--- src/rtl/ahb_rr_arbiter_if.sv ---
// rtl/ahb_rr_arbiter_if.sv - request/grant bundle between AHB masters and the arbiter
interface ahb_rr_arbiter_if #(
  parameter int NUM_MASTERS = 4,
  parameter int MIDX_W      = 2
);
  logic [NUM_MASTERS-1:0] hbusreq;
  logic [NUM_MASTERS-1:0] hlock;
  logic [1:0]             htrans;
  logic [2:0]             hburst;
  logic                   hready;
  logic [1:0]             hresp;
  logic [15:0]            hsplit;
  logic [NUM_MASTERS-1:0] hgrant;
  logic [MIDX_W-1:0]      hmaster;
  logic                   hmastlock;

  // Bus side: masters, muxes and slaves driving the arbiter
  modport master (
    output hbusreq, hlock, htrans, hburst, hready, hresp, hsplit,
    input  hgrant, hmaster, hmastlock
  );

  // Arbiter side
  modport slave (
    input  hbusreq, hlock, htrans, hburst, hready, hresp, hsplit,
    output hgrant, hmaster, hmastlock
  );
endinterface

--- src/rtl/ahb_rr_arbiter.sv ---
// rtl/ahb_rr_arbiter.sv - round-robin AHB arbiter with burst/lock hold; SPLIT masking under AHB_ARB_SPLIT_EN
module ahb_rr_arbiter #(
  parameter int NUM_MASTERS = 4,
  parameter int MIDX_W      = 2
) (
  input logic             hclk,
  input logic             hreset_n,
  ahb_rr_arbiter_if.slave bus
);

  localparam logic [1:0] HTRANS_IDLE   = 2'b00;
  localparam logic [1:0] HTRANS_NONSEQ = 2'b10;
  localparam logic [1:0] HTRANS_SEQ    = 2'b11;

  localparam logic [2:0] HBURST_INCR   = 3'b001;
  localparam logic [2:0] HBURST_WRAP4  = 3'b010;
  localparam logic [2:0] HBURST_INCR4  = 3'b011;
  localparam logic [2:0] HBURST_WRAP8  = 3'b100;
  localparam logic [2:0] HBURST_INCR8  = 3'b101;
  localparam logic [2:0] HBURST_WRAP16 = 3'b110;
  localparam logic [2:0] HBURST_INCR16 = 3'b111;

  localparam logic [1:0] HRESP_OKAY    = 2'b00;
  localparam logic [1:0] HRESP_SPLIT   = 2'b11;

  typedef enum logic [1:0] {
    ST_FREE   = 2'd0,
    ST_BURST  = 2'd1,
    ST_UNDEF  = 2'd2,
    ST_LOCKED = 2'd3
  } state_e;

  state_e                 state_q, state_d;
  logic [NUM_MASTERS-1:0] hgrant_q, hgrant_d;
  logic [MIDX_W-1:0]      hmaster_q, hmaster_d;
  logic                   hmastlock_q, hmastlock_d;
  logic [3:0]             cnt_q, cnt_d;
  logic [MIDX_W-1:0]      rr_q, rr_d;
  logic [NUM_MASTERS-1:0] mask_q, mask_d;
  logic                   term_q, term_d;

  logic [MIDX_W-1:0]      owner_idx;
  logic                   owner_req;
  logic                   owner_lock;
  logic                   owner_drives;
  logic [3:0]             burst_len;
  logic                   hold;

  logic [NUM_MASTERS-1:0] req_eff;
  logic [MIDX_W:0]        scan_sum;
  logic [MIDX_W-1:0]      scan_idx;
  logic [MIDX_W-1:0]      win_idx;
  logic                   win_found;

  logic                   unused_hsplit;
  assign unused_hsplit = ^bus.hsplit;

  // Decode the one-hot grant into the owner index and its request/lock lines
  always_comb begin
    owner_idx = '0;
    for (int i = 0; i < NUM_MASTERS; i++) begin
      if (hgrant_q[i]) owner_idx = MIDX_W'(i);
    end
    owner_req    = bus.hbusreq[owner_idx];
    owner_lock   = bus.hlock[owner_idx];
    // Burst starts only count when the granted master already owns the address phase
    owner_drives = (hmaster_q == owner_idx);
  end

  // Beats remaining after the first beat of a fixed-length burst (0 = not fixed-length)
  always_comb begin
    burst_len = 4'd0;
    case (bus.hburst)
      HBURST_WRAP4,  HBURST_INCR4:  burst_len = 4'd3;
      HBURST_WRAP8,  HBURST_INCR8:  burst_len = 4'd7;
      HBURST_WRAP16, HBURST_INCR16: burst_len = 4'd15;
      default:                      burst_len = 4'd0;
    endcase
  end

  // Round-robin scan from the pointer + 1, skipping masked masters; default master 0
  always_comb begin
    req_eff   = bus.hbusreq & ~mask_q;
    win_idx   = '0;
    win_found = 1'b0;
    scan_sum  = '0;
    scan_idx  = '0;
    for (int i = 1; i <= NUM_MASTERS; i++) begin
      scan_sum = {1'b0, rr_q} + (MIDX_W+1)'(i);
      if (scan_sum >= (MIDX_W+1)'(NUM_MASTERS)) begin
        scan_sum = scan_sum - (MIDX_W+1)'(NUM_MASTERS);
      end
      scan_idx = scan_sum[MIDX_W-1:0];
      if (!win_found && req_eff[scan_idx]) begin
        win_found = 1'b1;
        win_idx   = scan_idx;
      end
    end
  end

`ifdef AHB_ARB_SPLIT_EN
  // SPLIT masks the current address-phase master; a resume bit clears it and wins over a set
  always_comb begin
    mask_d = mask_q;
    if (!bus.hready && bus.hresp == HRESP_SPLIT) begin
      mask_d[hmaster_q] = 1'b1;
    end
    for (int i = 0; i < NUM_MASTERS; i++) begin
      if (bus.hsplit[i]) mask_d[i] = 1'b0;
    end
    mask_d[0] = 1'b0;
  end
`else
  // Without SPLIT support nobody is ever excluded from arbitration
  always_comb begin
    mask_d = '0;
  end
`endif

  // State register: all arbiter state, synchronous active-low reset
  always_ff @(posedge hclk) begin
    if (!hreset_n) begin
      state_q     <= ST_FREE;
      hgrant_q    <= NUM_MASTERS'(1);
      hmaster_q   <= '0;
      hmastlock_q <= 1'b0;
      cnt_q       <= 4'd0;
      rr_q        <= MIDX_W'(NUM_MASTERS - 1);
      mask_q      <= '0;
      term_q      <= 1'b0;
    end else begin
      state_q     <= state_d;
      hgrant_q    <= hgrant_d;
      hmaster_q   <= hmaster_d;
      hmastlock_q <= hmastlock_d;
      cnt_q       <= cnt_d;
      rr_q        <= rr_d;
      mask_q      <= mask_d;
      term_q      <= term_d;
    end
  end

  // Next state: decide whether the owner keeps the bus across this ready edge
  always_comb begin
    state_d = state_q;
    cnt_d   = cnt_q;
    term_d  = term_q;
    hold    = 1'b0;
    if (bus.hready) begin
      term_d = 1'b0;
      if (owner_lock) begin
        // A locked owner keeps the bus regardless of any burst bookkeeping
        state_d = ST_LOCKED;
        hold    = 1'b1;
      end else begin
        case (state_q)
          ST_BURST: begin
            if (term_q || bus.htrans == HTRANS_IDLE) begin
              state_d = ST_FREE;
              cnt_d   = 4'd0;
            end else if (bus.htrans == HTRANS_SEQ) begin
              cnt_d = cnt_q - 4'd1;
              // Counter reaching 1 frees the bus so the next owner is granted during the last beat
              if (cnt_q <= 4'd2) begin
                state_d = ST_FREE;
              end else begin
                hold = 1'b1;
              end
            end else begin
              hold = 1'b1;
            end
          end
          ST_UNDEF: begin
            if (term_q || bus.htrans == HTRANS_IDLE || !owner_req) begin
              state_d = ST_FREE;
            end else begin
              hold = 1'b1;
            end
          end
          default: begin
            state_d = ST_FREE;
            if (owner_drives && bus.htrans == HTRANS_NONSEQ) begin
              if (burst_len != 4'd0) begin
                state_d = ST_BURST;
                cnt_d   = burst_len;
                hold    = 1'b1;
              end else if (bus.hburst == HBURST_INCR && owner_req) begin
                state_d = ST_UNDEF;
                hold    = 1'b1;
              end
            end
          end
        endcase
      end
    end else if (bus.hresp != HRESP_OKAY) begin
      // First cycle of a two-cycle response: abandon the burst at the next ready edge
      term_d = 1'b1;
      cnt_d  = 4'd0;
    end
  end

  // Outputs: grant/master/lock only move on ready edges; pointer follows grant changes
  always_comb begin
    hgrant_d    = hgrant_q;
    hmaster_d   = hmaster_q;
    hmastlock_d = hmastlock_q;
    rr_d        = rr_q;
    if (bus.hready) begin
      hmaster_d   = owner_idx;
      hmastlock_d = owner_lock;
      if (!hold && win_idx != owner_idx) begin
        hgrant_d          = '0;
        hgrant_d[win_idx] = 1'b1;
        rr_d              = win_idx;
      end
    end
  end

  assign bus.hgrant    = hgrant_q;
  assign bus.hmaster   = hmaster_q;
  assign bus.hmastlock = hmastlock_q;

endmodule

--- src/flat_wrapper.sv ---
// flat-port wrapper written by rule: the top's interface ports become plain ports
module ahb_rr_arbiter_flat 
#(
  parameter int NUM_MASTERS = 4,
  parameter int MIDX_W      = 2
)
  (hclk, hreset_n, bus_hbusreq, bus_hlock, bus_htrans, bus_hburst, bus_hready, bus_hresp, bus_hsplit, bus_hgrant, bus_hmaster, bus_hmastlock);
  ahb_rr_arbiter_if #(.NUM_MASTERS(NUM_MASTERS), .MIDX_W(MIDX_W)) bus_i ();
  input logic hclk;
  input logic hreset_n;
  input wire logic [$bits(bus_i.hbusreq)-1:0] bus_hbusreq;
  input wire logic [$bits(bus_i.hlock)-1:0] bus_hlock;
  input wire logic [$bits(bus_i.htrans)-1:0] bus_htrans;
  input wire logic [$bits(bus_i.hburst)-1:0] bus_hburst;
  input wire logic [$bits(bus_i.hready)-1:0] bus_hready;
  input wire logic [$bits(bus_i.hresp)-1:0] bus_hresp;
  input wire logic [$bits(bus_i.hsplit)-1:0] bus_hsplit;
  output wire logic [$bits(bus_i.hgrant)-1:0] bus_hgrant;
  output wire logic [$bits(bus_i.hmaster)-1:0] bus_hmaster;
  output wire logic [$bits(bus_i.hmastlock)-1:0] bus_hmastlock;
  assign bus_i.hbusreq = bus_hbusreq;
  assign bus_i.hlock = bus_hlock;
  assign bus_i.htrans = bus_htrans;
  assign bus_i.hburst = bus_hburst;
  assign bus_i.hready = bus_hready;
  assign bus_i.hresp = bus_hresp;
  assign bus_i.hsplit = bus_hsplit;
  assign bus_hgrant = bus_i.hgrant;
  assign bus_hmaster = bus_i.hmaster;
  assign bus_hmastlock = bus_i.hmastlock;
  ahb_rr_arbiter #(.NUM_MASTERS(NUM_MASTERS), .MIDX_W(MIDX_W)) u_core (.hclk(hclk), .hreset_n(hreset_n), .bus(bus_i));
endmodule
--- config.mk ---
export PLATFORM = sky130hd
export DESIGN_NAME = ahb_rr_arbiter_flat
export DESIGN_NICKNAME = d
export VERILOG_FILES = /design/src/rtl/ahb_rr_arbiter_if.sv /design/src/rtl/ahb_rr_arbiter.sv /design/src/flat_wrapper.sv
export SDC_FILE = /design/constraint.sdc
export NUM_CORES = 1
export LEC_CHECK = 0
export ABC_AREA = 1
export CAP_MARGIN = 0
export CORE_ASPECT_RATIO = 0.75
export CORE_UTILIZATION = 40
export CTS_CLUSTER_DIAMETER = 40
export DETAILED_ROUTE_END_ITERATION = 7
export GPL_TIMING_DRIVEN = 0
export PLACE_DENSITY = 0.7
export SYNTH_ARGS = -nofsm -noshare
export SYNTH_HDL_FRONTEND = slang
export SYNTH_SLANG_ARGS = --single-unit
--- constraint.sdc ---
create_clock -name hclk -period 2.2 [get_ports hclk]
set_clock_uncertainty 0.2 [all_clocks]
set_input_delay 0.22 -clock hclk [delete_from_list [all_inputs] [get_ports hclk]]
set_output_delay 0.22 -clock hclk [all_outputs]
set_load 0.005 [all_outputs]
# ---- Yosys cells after proc, flatten, opt, wreduce, memory -nomap -nowiden
# Index checks and enable logic that the tools add are counted.
dict set report totals {
  regBits 16
  latch_bits 0
  ramBits 0
  rom_bits 0
  inputBits 34
  out_inout_bits 7
  elab_cells 131
  memories 0
}
dict set report op_classes {
  add_sub_neg 9
  mul 0
  n_div 0
  n_lt_le_gt_ge 12
  n_eq_ne 21
  shift 0
  n_mux 56
  bitwise_logic 1
  n_reduce_logical 25
}
# operator count
set ops {}
lappend ops {{2-to-1 mux 2 bit} 18}
lappend ops {{2-to-1 mux 4 bit} 7}
lappend ops {{2-to-1 mux 1 bit} 20}
lappend ops {{less-than comparator 2 x 3 -> 1 bit, second input constant} 6}
lappend ops {{binary-select mux 1 bit (select 2 bit)} 6}
lappend ops {{== test 3 bit, second input constant} 4}
lappend ops {{greater-or-equal comparator 3 bit, second input constant} 4}
lappend ops {{case mux 4 bit (3 select lines)} 1}
lappend ops {{!= test 3 x 1 -> 1 bit, second input constant} 3}
lappend ops {{!= test 4 x 1 -> 1 bit, second input constant} 2}
lappend ops {{case mux 4 bit (2 select lines)} 1}
lappend ops {{OR reduction 2 bit} 4}
lappend ops {{subtractor 2 x 1 -> 2 bit, second input constant} 4}
lappend ops {{logical AND 1 bit} 7}
lappend ops {{adder 2 x 2 -> 3 bit, second input constant} 2}
lappend ops {{== test 2 bit, second input constant} 3}
lappend ops {{== test 3 x 2 -> 1 bit, second input constant} 2}
lappend ops {{AND reduction 6 bit} 1}
lappend ops {{zero test 1 bit} 5}
lappend ops {{<= comparator 4 x 2 -> 1 bit, second input constant} 1}
lappend ops {{!= test 2 bit, second input constant} 2}
lappend ops {{!= test 4 x 2 -> 1 bit, second input constant} 1}
lappend ops {{case mux 2 bit (2 select lines)} 1}
lappend ops {{AND reduction 4 bit} 1}
lappend ops {{16 further kinds} 18}

# ---- Depth between registers and ports, before layout
# Gate-level depths: netlist of run 1.
dict set report depth {
  word_depth 19
  depth_mapped 15
  mapped_depth_nobuf 15
}

# ---- Worst setup path before layout of run 1
# Ideal clock, no wire load.
dict set report synth_path {
  path_kind {register -> register}
  start {register u_core.rr_q[0]}
  end {register u_core.rr_q[1]}
  setup_ns 0.132
  arrival_ns 1.504
  required_ns 1.868
  setup_slack_ns 0.364
  path_stages_with_launch 13
  path_buffers 1
  period_less_slack_ns 1.836
  cell_sequence {dfxtp_1 buf_6 nand2_2 nand3_1 nand2_4 nor2_8 nand4_1 nand2_2 nand2_2 nand3_4 nand2_4 nand2_1 nand3_1}
}
dict set report synth_via {
  elab_chain_cells 18
  word_cells_on_any_way 40
  classes_between {add/sub (8); order compare (4); eq/ne (1); mux (19); reduce/logical (8)}
}
# item line
set synth_lines {}
lappend synth_lines {{start, declared} ahb_rr_arbiter.sv:38} ;# logic [MIDX_W-1:0] rr_q, rr_d;
lappend synth_lines {{start signal, assigned} ahb_rr_arbiter.sv:128} ;# rr_q <= MIDX_W'(NUM_MASTERS - 1);
lappend synth_lines {{start signal, assigned} ahb_rr_arbiter.sv:137} ;# rr_q <= rr_d;
lappend synth_lines {{adder 2 x 1 -> 3 bit} ahb_rr_arbiter.sv:89} ;# scan_sum = {1'b0, rr_q} + (MIDX_W+1)'(i);
lappend synth_lines {{greater-or-equal comparator 3 bit / subtractor 2 x 1 -> 2 bit (equally long branches)} {ahb_rr_arbiter.sv:90, ahb_rr_arbiter.sv:91}}
lappend synth_lines {{2-to-1 mux 2 bit} ahb_rr_arbiter.sv:90} ;# if (scan_sum >= (MIDX_W+1)'(NUM_MASTERS)) begin
lappend synth_lines {{binary-select mux 1 bit (select 2 bit)} ahb_rr_arbiter.sv:94} ;# if (!win_found && req_eff[scan_idx]) begin
lappend synth_lines {{2-to-1 mux 1 bit (implied by the code)} ahb_rr_arbiter.sv:94}
lappend synth_lines {{2-to-1 mux 1 bit} ahb_rr_arbiter.sv:94}
lappend synth_lines {{zero test 1 bit} ahb_rr_arbiter.sv:94}
lappend synth_lines {{logical AND 1 bit} ahb_rr_arbiter.sv:94}
lappend synth_lines {{(+2 left out)} n/a}
lappend synth_lines {{logical AND 1 bit} ahb_rr_arbiter.sv:94}
lappend synth_lines {{2-to-1 mux 1 bit} ahb_rr_arbiter.sv:94}
lappend synth_lines {{zero test 1 bit} ahb_rr_arbiter.sv:94}
lappend synth_lines {{logical AND 1 bit} ahb_rr_arbiter.sv:94}
lappend synth_lines {{2-to-1 mux 2 bit *} ahb_rr_arbiter.sv:94}
lappend synth_lines {{!= test 2 bit} ahb_rr_arbiter.sv:211} ;# if (!hold && win_idx != owner_idx) begin
lappend synth_lines {{logical AND 1 bit} ahb_rr_arbiter.sv:211}
lappend synth_lines {{AND reduction 2 bit (no source line)} n/a}
# Every way passes the cells marked *; elsewhere a longest branch is shown, timed or not. The select of a mux whose other input is x is not followed.
# A chain may end at the register's enable or synchronous reset.

# ---- Worst setup path in the final report of run 1
dict set report layout_path {
  start {input port bus_hbusreq[0]}
  end {register u_core.hgrant_q[2], in the netlist u_core.bus.hgrant[2]}
}
dict set report layout_via {
  elab_chain_cells 16
  word_cells_on_any_way 42
  classes_between {order compare (2); eq/ne (1); mux (26); reduce/logical (13)}
}
# item line
set layout_lines {}
lappend layout_lines {{start, declared} flat_wrapper.sv:11} ;# input wire logic [$bits(bus_i.hbusreq)-1:0] bus_hbusreq;
lappend layout_lines {{binary-select mux 1 bit (select 2 bit)} ahb_rr_arbiter.sv:94}
lappend layout_lines {{2-to-1 mux 1 bit (implied by the code)} ahb_rr_arbiter.sv:94}
lappend layout_lines {{2-to-1 mux 1 bit} ahb_rr_arbiter.sv:94}
lappend layout_lines {{zero test 1 bit} ahb_rr_arbiter.sv:94}
lappend layout_lines {{logical AND 1 bit} ahb_rr_arbiter.sv:94}
lappend layout_lines {{2-to-1 mux 1 bit} ahb_rr_arbiter.sv:94}
lappend layout_lines {{zero test 1 bit} ahb_rr_arbiter.sv:94}
lappend layout_lines {{logical AND 1 bit} ahb_rr_arbiter.sv:94}
lappend layout_lines {{2-to-1 mux 1 bit} ahb_rr_arbiter.sv:94}
lappend layout_lines {{zero test 1 bit} ahb_rr_arbiter.sv:94}
lappend layout_lines {{logical AND 1 bit} ahb_rr_arbiter.sv:94}
lappend layout_lines {{2-to-1 mux 2 bit} ahb_rr_arbiter.sv:94}
lappend layout_lines {{less-than comparator 2 x 3 -> 1 bit (implied by the code) / greater-or-equal comparator 2 x 1 -> 1 bit (equally long branches)} ahb_rr_arbiter.sv:213} ;# hgrant_d[win_idx] = 1'b1;
lappend layout_lines {{logical AND 1 bit (implied by the code)} ahb_rr_arbiter.sv:213}
lappend layout_lines {{2-to-1 mux 1 bit (implied by the code)} ahb_rr_arbiter.sv:213}
lappend layout_lines {{demux 1 bit (select 2 bit)} n/a}
lappend layout_lines {{end signal, assigned} ahb_rr_arbiter.sv:133} ;# hgrant_q <= hgrant_d;
lappend layout_lines {{end, declared} ahb_rr_arbiter.sv:34} ;# logic [NUM_MASTERS-1:0] hgrant_q, hgrant_d;
# Parallel ways exist; a longest one is shown, timed or not. The select of a mux whose other input is x is not followed.

==> results of run 1 <==
==> worst max-delay path: cells and delay by family <==
kind | cells | cell delay, ps
simple gates | 12 | 1070
buf+inv | 2 | 590
compound gates | 1 | 120
==> report_power, final <==
group | switching, mW | internal [mW]
Clock | 0.114 | 0.159
Combinational | 0.751 | 0.459
Sequential | 0.0640 | 0.351
==> layout make-up <==
type	instances	share of cell area, %
plain buffers	3	1.08
clock buffers	4	3.16
inverters	28	6.03
multi-input cells	163	54.5
flip-flops and latches	16	18.8
well taps	40	2.87
repair buffers	24	13.5
==> state kept, by name (all words and copies together), names as in the netlist <==
| signal | count |
|---|---|
| u_core.bus.hmastlock | 1 |
| u_core.term_q | 1 |
| u_core.cnt_q | 4 |
| u_core.bus.hgrant | 4 |
| u_core.bus.hmaster | 2 |
| u_core.state_q | 2 |
| u_core.rr_q | 2 |
==> cell usage in the layout (no fill, tap or decap), types with 3 or more instances in the layout <==
cell type,n
nand2_2,10
clkbuf_8,4
nand2_4,7
o211ai_1,3
dfxtp_1,12
ha_1,4
a21oi_1,10
inv_1,24
dfxtp_2,3
o21ai_0,9
nand4_1,6
nand2_1,50
inv_2,4
o21ai_1,4
nand3_1,20
nor2_1,15
clkdlybuf4s50_1,22
==> cells by family after synthesis <==
logic type / share of synthesized area (%)
and+or+nand+nor: 46.0
AOI/OAI and AO/OA: 15.8
buffers and inverters: 9.29
DFF: 23.3
adders and majority gates: 3.64
xor gates and xnor gates: 1.91
==> worst min-delay path by stage <==
stage	start	endpoint	slack, ps
6_report	hreset_n	u_core.rr_q[0]	170
5_1_grt	hreset_n	u_core.rr_q[0]	180
4_1_cts	hreset_n	u_core.rr_q[0]	160
3_5_place_dp	u_core.bus.hgrant[0]	u_core.bus.hgrant[0]	270
3_3_place_gp	u_core.bus.hgrant[0]	u_core.bus.hgrant[0]	270
2_1_floorplan	bus_hresp[0]	u_core.term_q	190
==> layer usage <==
metal | GRT usage [%] | vias to the layer above | wire length, um
li1 | - | 753 | -
met1 | 29.3 | 658 | 1790
met2 | 27.8 | 31 | 1350
met3 | 5.19 | 4 | 181
met4 | 3.67 | 0 | 23
met5 | 0 | - | 0
==> timing repair <==
action,CTS,global route
setup buffers,0,2
resized for setup,0,11
hold buffers,0,0
setup endpoints to repair,0,10
==> flow_metrics.tcl, run 1 <==
set metrics [dict create \
    fin_cells 278 \
    ys_seq_area_share_pct 23.3 \
    p_total_mw 1.90 \
    final_util_pct 53.0 \
    post_drt_via_cell_ratio 5.20 \
    start_kind "primary input" \
    crit_path_max_fanout 6 \
    ys_types 34 \
    drt_pass1_iterations 4 \
    wirelength_um 3350 \
    synth_edf_count 0 \
    num_rows 18 \
    path_cells "clkdlybuf4s50_1, inv_1, nand2_1, nand3_1, nand2_4, nand4_1, nand2_1, nand2_1, nand2_2, nand2_1, nand2_2, nand3_4, nand2_4, nand2_1, a21oi_1" \
    ios 41 \
    synth_commonest_cells "nand2_1 (50), inv_1 (24), nand3_1 (20)" \
    drtAntennaViolNets 0 \
    core_mm2 0.00329 \
    gr-usage-all-layers_pct 19.6 \
    io_buffers 22 \
    multi_input_area_um2 950 \
    leakage_nw 0.835 \
    dp_hpwl_um 2580 \
    avgSynthCellArea_um2 6.51 \
    worst_ep_required_time_ps 2180 \
    grt_pass1_vias 1213 \
    period_minus_slack_ps 2040 \
    async_flop_share_pct 0 \
    yosys_warnings 0 \
    initial_core_util_pct 41.8 \
    fillers 323 \
    grt_max_degree 11 \
    antenna_found_initial 0 \
    rrSetupSlack_ps 190 \
    cts_max_path_buffers 2 \
    drv_slew 0 \
    place_ws_ps -82.5 \
    r2r_start "u_core.cnt_q[0]" \
    yosysTopAreaCellShare_pct 23.3 \
    clk_pin_slew_ps 70 \
    dpl_cell_area_mm2 0.00164 \
    dieArea_mm2 0.00368 \
    num_vias 1446 \
    ys_seq_elements 16 \
    maxSlewHeadroom_pct 67.7 \
    dp.cells 273 \
    grt_pass1_wl_um 5600 \
    finalInstanceArea_mm2 0.00174 \
    p_per_area_mw_per_mm2 1090 \
    fin_ws_ps 162 \
    cap_violations 0 \
    synth_top_flop_cell "dfxtp_1" \
    htree_levels 1 \
    synth_area_mm2 0.00137 \
    route.detailed.drc 0 \
    holdWs_ps 166 \
    cts_inserted_buffers 3 \
    peakVddDrop_uv 532 \
    end_kind "flop" \
    clkLatencyLatePin_ps 260 \
    initialDrtViolationCount 72 \
    wire_per_inst_um 12.0 \
    cpPeakStageDelay_ps 530 \
    synth_top_cell_by_area "dfxtp_1" \
    cp-endpoint "u_core.bus.hgrant[2]" \
    gr-total-overflow 0 \
    crit_top_cell "nand2_1" \
    nets 277 \
    synth_area_leaders "dfxtp_1 (23%), nand2_1 (14%), nand3_1 (7.3%)" \
    cts_tree "yes" \
    r2r_cells 11 \
    final-seq-area_um2 328 \
    hold_class "in2reg" \
    hold_depth 2 \
    worst-setup-path-type "in2reg" \
    fin_tns_setup_ps 0 \
    startpoint "bus_hbusreq[0]" \
    die_w_um 69.7 \
    slowest_stage "clkdlybuf4s50_1" \
    syn_inst 211 \
    yosysMostFrequentCell "nand2_1" \
    root_buffer "clkbuf_8" \
    clock.fmax_mhz 491 \
    insertedDiodeCount 0 \
    worstReg2RegEnd "u_core.bus.hgrant[0]" \
    drive_gt1_share_pct 19.3 \
    area_growth_pct 26.8 \
    gp_congestion 0.853 \
    synth_nets 249 \
    status "finished clean" \
    die_y_um 52.8 \
    finalHoldViolCount 0 \
    crit_arrival_ps 2020 \
    post-route-period-util_pct 92.6 \
    cts.sinks 16 \
    setup_viol 0 \
    tightest_slew_ps 484 \
]
No activity file was read; power rests on OpenSTA's default activity.
==> inputs of run 2 (changes only) <==
--- a/constraint.sdc
+++ b/constraint.sdc
@@ -4,2 +4,2 @@
 set_output_delay 0.22 -clock hclk [all_outputs]
-set_load 0.005 [all_outputs]
+set_load 0.02 [all_outputs]
==> results of run 2 <==
Same layout as run 1 (identical final DEF). Status: finished clean.
Among the figures that moved: total power 1.90 mW -> 1.93 mW; worst IR drop on VDD 532 uV -> 533 uV
==> inputs of run 3 (changes only) <==
- CORE_UTILIZATION: 40 -> 45
- PLACE_DENSITY: 0.7 -> 0.77
==> flow_metrics.tcl, run 3 (synthesis gave the netlist of run 1 again) <==
set metrics [dict create \
    dp_hpwl_um 2630 \
    initialDrtViolationCount 65 \
    p_total_mw 1.90 \
    drt_pass1_iterations 4 \
    crit_path_max_fanout 7 \
    core_mm2 0.00274 \
    gr-usage-all-layers_pct 22.1 \
    antenna_found_initial 0 \
    area_growth_pct 24.9 \
    rsz0062_at_grt "false" \
    crit_arrival_ps 1990 \
    cts.sinks 16 \
    crit_buf_inv 2 \
    cts_tree "yes" \
    die_w_um 65.8 \
    cap_violations 0 \
    cts_inserted_buffers 3 \
    initial_core_util_pct 50.1 \
    start_kind "flop" \
    grt_max_degree 11 \
    clkLatencyLatePin_ps 260 \
    post-route-period-util_pct 91.2 \
    grt_pass1_vias 1222 \
    root_buffer "clkbuf_8" \
    tightest_slew_ps 491 \
    r2r_cells 10 \
    die_y_um 49.9 \
    p_per_area_mw_per_mm2 1110 \
    peakVddDrop_uv 722 \
    slowest_stage "dfxtp_1" \
    io_buffers 22 \
    route.detailed.drc 0 \
    finalHoldViolCount 0 \
    leakage_nw 0.845 \
    worst-setup-path-type "reg2reg" \
    hold_class "in2reg" \
    status "finished clean" \
    num_rows 16 \
    maxSlewHeadroom_pct 67.3 \
    fin_cells 274 \
    htree_levels 1 \
    gr-total-overflow 0 \
    drv_slew 0 \
    num_vias 1451 \
    rrSetupSlack_ps 190 \
    nets 277 \
    post_drt_via_cell_ratio 5.30 \
    wirelength_um 3330 \
    gp_congestion 0.870 \
    multi_input_area_um2 931 \
    cts_max_path_buffers 2 \
    wire_per_inst_um 12.1 \
    crit_top_cell "nand2_1" \
    cpPeakStageDelay_ps 420 \
    final_cell_mix "nand2_1 (50), inv_1 (24), nand3_1 (20), clkdlybuf4s50_1 (20), nor2_1 (16)" \
    setup_viol 0 \
    path_cells "inv_1, nand2_2, inv_2, o211ai_1, nand2_1, nor2_2, nand2_1, nor2_4, o2111ai_1, a21oi_1" \
    crit_family "simple AND/OR/NAND/NOR gates" \
    cp.depth 10 \
    drtAntennaViolNets 0 \
    dp.cells 269 \
    end_kind "flop" \
    drive_gt1_share_pct 17.6 \
    dieArea_mm2 0.00328 \
    period_minus_slack_ps 2010 \
    worst_ep_required_time_ps 2190 \
    clock.fmax_mhz 498 \
    final-seq-area_um2 324 \
    fillers 266 \
    clk_pin_slew_ps 70 \
    final_common_cell "nand2_1" \
    hold_depth 2 \
    insertedDiodeCount 0 \
    grt_pass1_wl_um 5520 \
    ctsHoldBuffers 0 \
    ios 41 \
]
run 3: cell types whose count changed in the layout (fill, tap and decap cells not counted), sizes merged:
| cell | delta |
|---|---|
| dlymetal6s2s | +2 |
| clkdlybuf4s50 | -2 |
run 3: metal layers:
metal	GRT usage, %	vias to the layer above	wire [um]
li1	-	747	-
met1	34.5	655	1810
met2	30.3	46	1270
met3	5.32	3	223
met4	3.26	0	16
met5	0	-	0
run 3: where the power goes:
| part | switching, mW | internal [mW] |
|---|---|---|
| Sequential | 0.0617 | 0.350 |
| Clock | 0.109 | 0.159 |
| Combinational | 0.777 | 0.445 |
| Total | 0.948 | 0.954 |
run 3: final cells by class:
| type | count | share of cell area (%) |
|---|---|---|
| repair buffers | 23 | 13.6 |
| plain buffers | 4 | 1.31 |
| inverters | 28 | 6.13 |
| well taps | 36 | 2.63 |
| multi-input cells | 163 | 54.3 |
| clock buffers | 4 | 3.21 |
| flip-flops and latches | 16 | 18.9 |
run 3: metrics by stage:
| stage | util [%] | hold slack (ps) | setup WS [ps] | area (um^2) | TNS [ps] |
|---|---|---|---|---|---|
| finish | 62.5 | 155 | 193 | 1720 | 0 |
| global route | 62.5 | 187 | 6.54 | 1720 | 0 |
| CTS | 61.8 | 151 | 33.0 | 1690 | 0 |
| detailed placement | 59.8 | 267 | -83.4 | 1640 | -416 |
| global placement | 59.8 | 264 | -65.2 | 1640 | -278 |
| floorplan | - | 190 | 235 | 1370 | 0 |
run 3: worst paths after layout:
kind / startpoint / end
worst max-delay path: u_core.bus.hgrant[3] / u_core.bus.hgrant[1]
worst min register to register: u_core.bus.hgrant[0] / u_core.bus.hgrant[0]
worst max register to register: u_core.bus.hgrant[3] / u_core.bus.hgrant[1]
worst min-delay path: hreset_n / u_core.rr_q[1]
run 3: repair_timing:
action                                  CTS  global route
setup buffers                             0             1
endpoints found under the setup margin    0            10
gates resized for setup                   0             7
==> RTL edit 1: new RTL, flow settings as in run 1 <==
Add a define of `AHB_ARB_SPLIT_EN`.
--- a/src/rtl/ahb_rr_arbiter.sv
+++ b/src/rtl/ahb_rr_arbiter.sv
@@ -1,4 +1,6 @@
 // rtl/ahb_rr_arbiter.sv - round-robin AHB arbiter with burst/lock hold; SPLIT masking under AHB_ARB_SPLIT_EN
+`define AHB_ARB_SPLIT_EN
+
 module ahb_rr_arbiter #(
   parameter int NUM_MASTERS = 4,
   parameter int MIDX_W      = 2
Formal check against the unedited RTL: not equivalent (Yosys sat finds a counterexample within 10 cycles, from zero or initial values and one cycle with hreset_n low).
==> RTL edit 1 against run 1 <==
Setup slack worse by 0.042 ns; first-iteration DRC count up 53%; total power up 16%; final area up 6.4%; highest routed layer unchanged; fmax down 2.0%; sequential cell count up 3; hold slack worse by 0.042 ns; routed wire length up 9.3%; combinational power up 22%; synthesized area up 6.2%; non-clock buffer count up 5.
==> RTL edit 1: results (changes against run 1) <==
Status
  – Status: finished clean (unchanged)

Synth
  – Seq/Total Area, Yosys: 26.1% (was 23.3%)
  – Synth top area cells: dfxtp_1 (26%), nand2_1 (13%), nand3_1 (9.3%) (was dfxtp_1 (23%), nand2_1 (14%), nand3_1 (7.3%))
  – Commonest cells post-synth: nand2_1 (49), inv_1 (31), nand3_1 (27), dfxtp_1 (19), nand2_2 (14) (was nand2_1 (50), inv_1 (24), nand3_1 (20), nor2_1 (18), dfxtp_1 (16))
  – Cell variety after synth: 31 (was 34)
  – Mapped Cells: 228 (was 211)
  – Xor-xnor portion of the synthesized cell area: 1.80% (was 1.91%)
  – Post-synthesis adder-cell area fraction: 3.43% (was 3.64%)
  – Post-Syn Nets: 266 (was 249)

GRT
  – Largest net degree at the start of global routing: 13 (was 11)
  – Met1 Track Usage GR: 30.9% (was 29.3%)
  – Met3 Use GR: 3.50% (was 5.19%)
  – Global routing met2 resource utilization: 29.6% (was 27.8%)
  – Global-route wire length before repair: 6100 um (was 5600 um)
  – Overall Global Routing Usage: 20.6% (was 19.6%)

Die
  – Die Area: 0.00390 mm2 (was 0.00368 mm2)

Route
  – Metal2 WL: 1400 um (was 1350 um)
  – Initial DRC count: 110 (was 72)
  – WL met3: 266 um (was 181 um)
  – DR vias/cell: 5.14 (was 5.20)
  – Drt pass-1 iters: 4 (unchanged)
  – Drt wl/cell: 12.2 um (was 12.0 um)

Timing
  – Final Hold Slack: 0.124 ns (was 0.166 ns)
  – Worst-margin pin slew: 0.573 ns (was 0.484 ns)

Layout
  – Multi-input comb cells: 169 (was 163)
  – Non-clock inverter count in the final layout: 36 (was 28)
  – Buffers, non-clock: 32 (was 27)
  – Multi-input gate share of total cell area: 50.2% (was 54.5%)
  – Filler cells: 359 (was 323)
  – Clk tree area frac: 2.63% (was 3.16%)
  – Fin cells: 300 (was 278)
  – Non-clk buf share: 16.1% (was 14.6%)

Critical path
  – Crit-path max FO: 10 (was 6)
  – Flop2flop setup slack: 0.12 ns (was 0.19 ns)
  – Worst path slowest cell: dfxtp_1 (was clkdlybuf4s50_1)
  – Crit path largest cell delay: 0.31 ns (was 0.53 ns)
  – Worst r2r src: u_core.rr_q[0] (was u_core.cnt_q[0])

Placed design
  – Port bufs: 26 (was 22)
  – Pre-CTS setup slack: -0.102 ns (was -0.0825 ns)
  – Final HPWL DP: 2890 um (was 2580 um)
  – Cell count after placement: 294 (was 273)
  – RD Place Congestion: 0.805 (was 0.853)

Power and ir drop
  – Static Leak: 0.822 nW (was 0.835 nW)
  – Psw: 0.00111 W (was 0.000930 W)
  – Max VDD drop: 696 uV (was 532 uV)

CTS
  – Clk sinks: 19 (was 16)
RTL edit 1: how the worst max path moves through the flow:
stage / start / end / slack (ns) / cells after the start
global route: u_core.bus.hgrant[3] / u_core.cnt_q[1] / -0.01 / 11
global placement: bus_hbusreq[2] / u_core.bus.hgrant[0] / -0.08 / 16
floorplan: u_core.rr_q[0] / u_core.bus.hgrant[0] / 0.35 / 17
CTS: u_core.bus.hgrant[1] / u_core.bus.hgrant[3] / 0.08 / 12
detailed placement: bus_hbusreq[3] / u_core.bus.hgrant[0] / -0.10 / 16
finish: u_core.rr_q[0] / u_core.bus.hgrant[0] / 0.12 / 17
RTL edit 1: power by group through the flow:
stage	clock network (W)	registers, W	logic (W)
after floorplan	0	0.000455	0.00109
after global placement	0	0.000466	0.00136
after detailed placement	0	0.000468	0.00138
after CTS	0.000262	0.000460	0.00138
after global routing	0.000280	0.000476	0.00165
final	0.000249	0.000468	0.00148
==> RTL edit 2: new RTL, config.mk and constraints of run 1 <==
Made on the original files. The 4 states of `state_e` get a one-hot encoding in 4 bits.
--- a/src/rtl/ahb_rr_arbiter.sv
+++ b/src/rtl/ahb_rr_arbiter.sv
@@ -23,11 +23,11 @@
   localparam logic [1:0] HRESP_OKAY    = 2'b00;
   localparam logic [1:0] HRESP_SPLIT   = 2'b11;
 
-  typedef enum logic [1:0] {
-    ST_FREE   = 2'd0,
-    ST_BURST  = 2'd1,
-    ST_UNDEF  = 2'd2,
-    ST_LOCKED = 2'd3
+  typedef enum logic [3:0] {
+    ST_FREE   = 4'b0001,
+    ST_BURST  = 4'b0010,
+    ST_UNDEF  = 4'b0100,
+    ST_LOCKED = 4'b1000
   } state_e;
 
   state_e                 state_q, state_d;
Formal check against the unedited RTL: same outputs for any inputs over 10 cycles, from zero or initial values and one cycle with hreset_n low; not proved beyond that.
==> RTL edit 2 against run 1 <==
The flow now finishes with violations (DRC); total power is 9.8% higher; critical path type is now reg2reg; setup slack worse by 0.027 ns; final area is 3.9% higher; critical endpoint unchanged; routed wire length is 2.2% higher; sequential cell count is 2 higher; synthesized area is 2.6% higher; fmax is 1.3% lower; largest cell class unchanged; clock power hardly changed.
==> RTL edit 2: results (changes against run 1) <==
Layout
  – Fin nets: 286 (was 277)
  – Buffers, non-clock: 30 (was 27)
  – Final instance area: 0.00181 mm2 (was 0.00174 mm2)
  – Clk tree area frac: 3.04% (was 3.16%)
  – Layout cell share with drive strength beyond 1: 20.5% (was 19.3%)
  – Register area: 364 um2 (was 328 um2)
  – Filler cells: 343 (was 323)
  – Multi-input gate area: 945 um2 (was 950 um2)
  – Multi-input comb cells: 169 (was 163)
  – FF+latch count: 18 (was 16)

Synth
  – Commonest cells post-synth: nand2_1 (56), nand3_1 (24), inv_1 (22), dfxtp_1 (18), nor2_1 (15) (was nand2_1 (50), inv_1 (24), nand3_1 (20), nor2_1 (18), dfxtp_1 (16))
  – Post-Syn Nets: 253 (was 249)
  – Seq/Total Area, Yosys: 25.6% (was 23.3%)

Placed design
  – Placed Area: 0.00170 mm2 (was 0.00164 mm2)
  – Cell count after placement: 281 (was 273)
  – RD Place Congestion: 0.840 (was 0.853)
  – Pre-CTS setup slack: -0.106 ns (was -0.0825 ns)
  – Port bufs: 24 (was 22)
  – Final HPWL DP: 2650 um (was 2580 um)

GRT
  – Global-route wire length before repair: 5600 um (about the same)
  – Met1 Track Usage GR: 30.5% (was 29.3%)
  – Global routing met2 resource utilization: 25.6% (was 27.8%)
  – Vias in the first global route: 1194 (was 1213)

Critical path
  – CP Class: reg2reg (was in2reg)
  – Worst Setup SP: u_core.bus.hgrant[2] (was bus_hbusreq[0])
  – R2R depth: 12 (was 11)
  – Reg2reg end: u_core.bus.hgrant[2] (was u_core.bus.hgrant[0])
  – Crit-path max FO: 8 (was 6)

Route
  – DR vias/cell: 5.01 (was 5.20)
  – Drt wl/cell: 11.8 um (was 12.0 um)
  – Wire length on met1: 1850 um (was 1790 um)
  – DRC violations left: 2 (was 0)
  – WL met3: 235 um (was 181 um)
  – Drt pass-1 iters: 6 (was 4)

Min path
  – Hold path endpoint: u_core.state_q[3] (was u_core.rr_q[0])
  – Worst hold start: u_core.state_q[3] (was hreset_n)

Timing
  – Final setup margin: 0.135 ns (was 0.162 ns)
  – Worst-margin pin slew: 0.451 ns (was 0.484 ns)

Power and ir drop
  – Clock power frac: 13.2% (was 14.4%)
  – Internal power: 0.00105 W (was 0.000969 W)
  – Comb. pwr: 0.00137 W (was 0.00121 W)
  – P per Cell Area: 1150 mW/mm2 (was 1090 mW/mm2)

Status
  – Status: finished with violations (was finished clean)
  – Failing checks: DRC
[RTL edit 2: cell types whose count changed after synthesis, moves of 3 or more]
cell             run 1  this run
a21oi_2              0         5
nand2_1             50        56
nand3_1             20        24
nor2_1              18        15
o211ai_1             3         0
o22ai_1              0         3
[RTL edit 2: worst max-delay path: stages (launching register included)]
cell and delay [ns]:
dfxtp_2 0.38, inv_1 0.10, a21oi_4 0.27, buf_4 0.16
buf_4 0.09, nand2_1 0.04, nand3_1 0.09, nand3_1 0.11
a21oi_2 0.19, nor2_4 0.09, nand2_4 0.10, nand2_1 0.07
a21oi_2 0.11
[RTL edit 2: cell families (layout without fill, tap and decap cells)]
family	count (synthesis)	count (layout)	share of synthesized area, %
flops	18	18	25.6
compound gates	33	33	14.2
fa+ha+maj	2	2	1.78
buf+inv	30	62	8.88
simple gates	133	133	48.9
xor+xnor	1	1	0.622
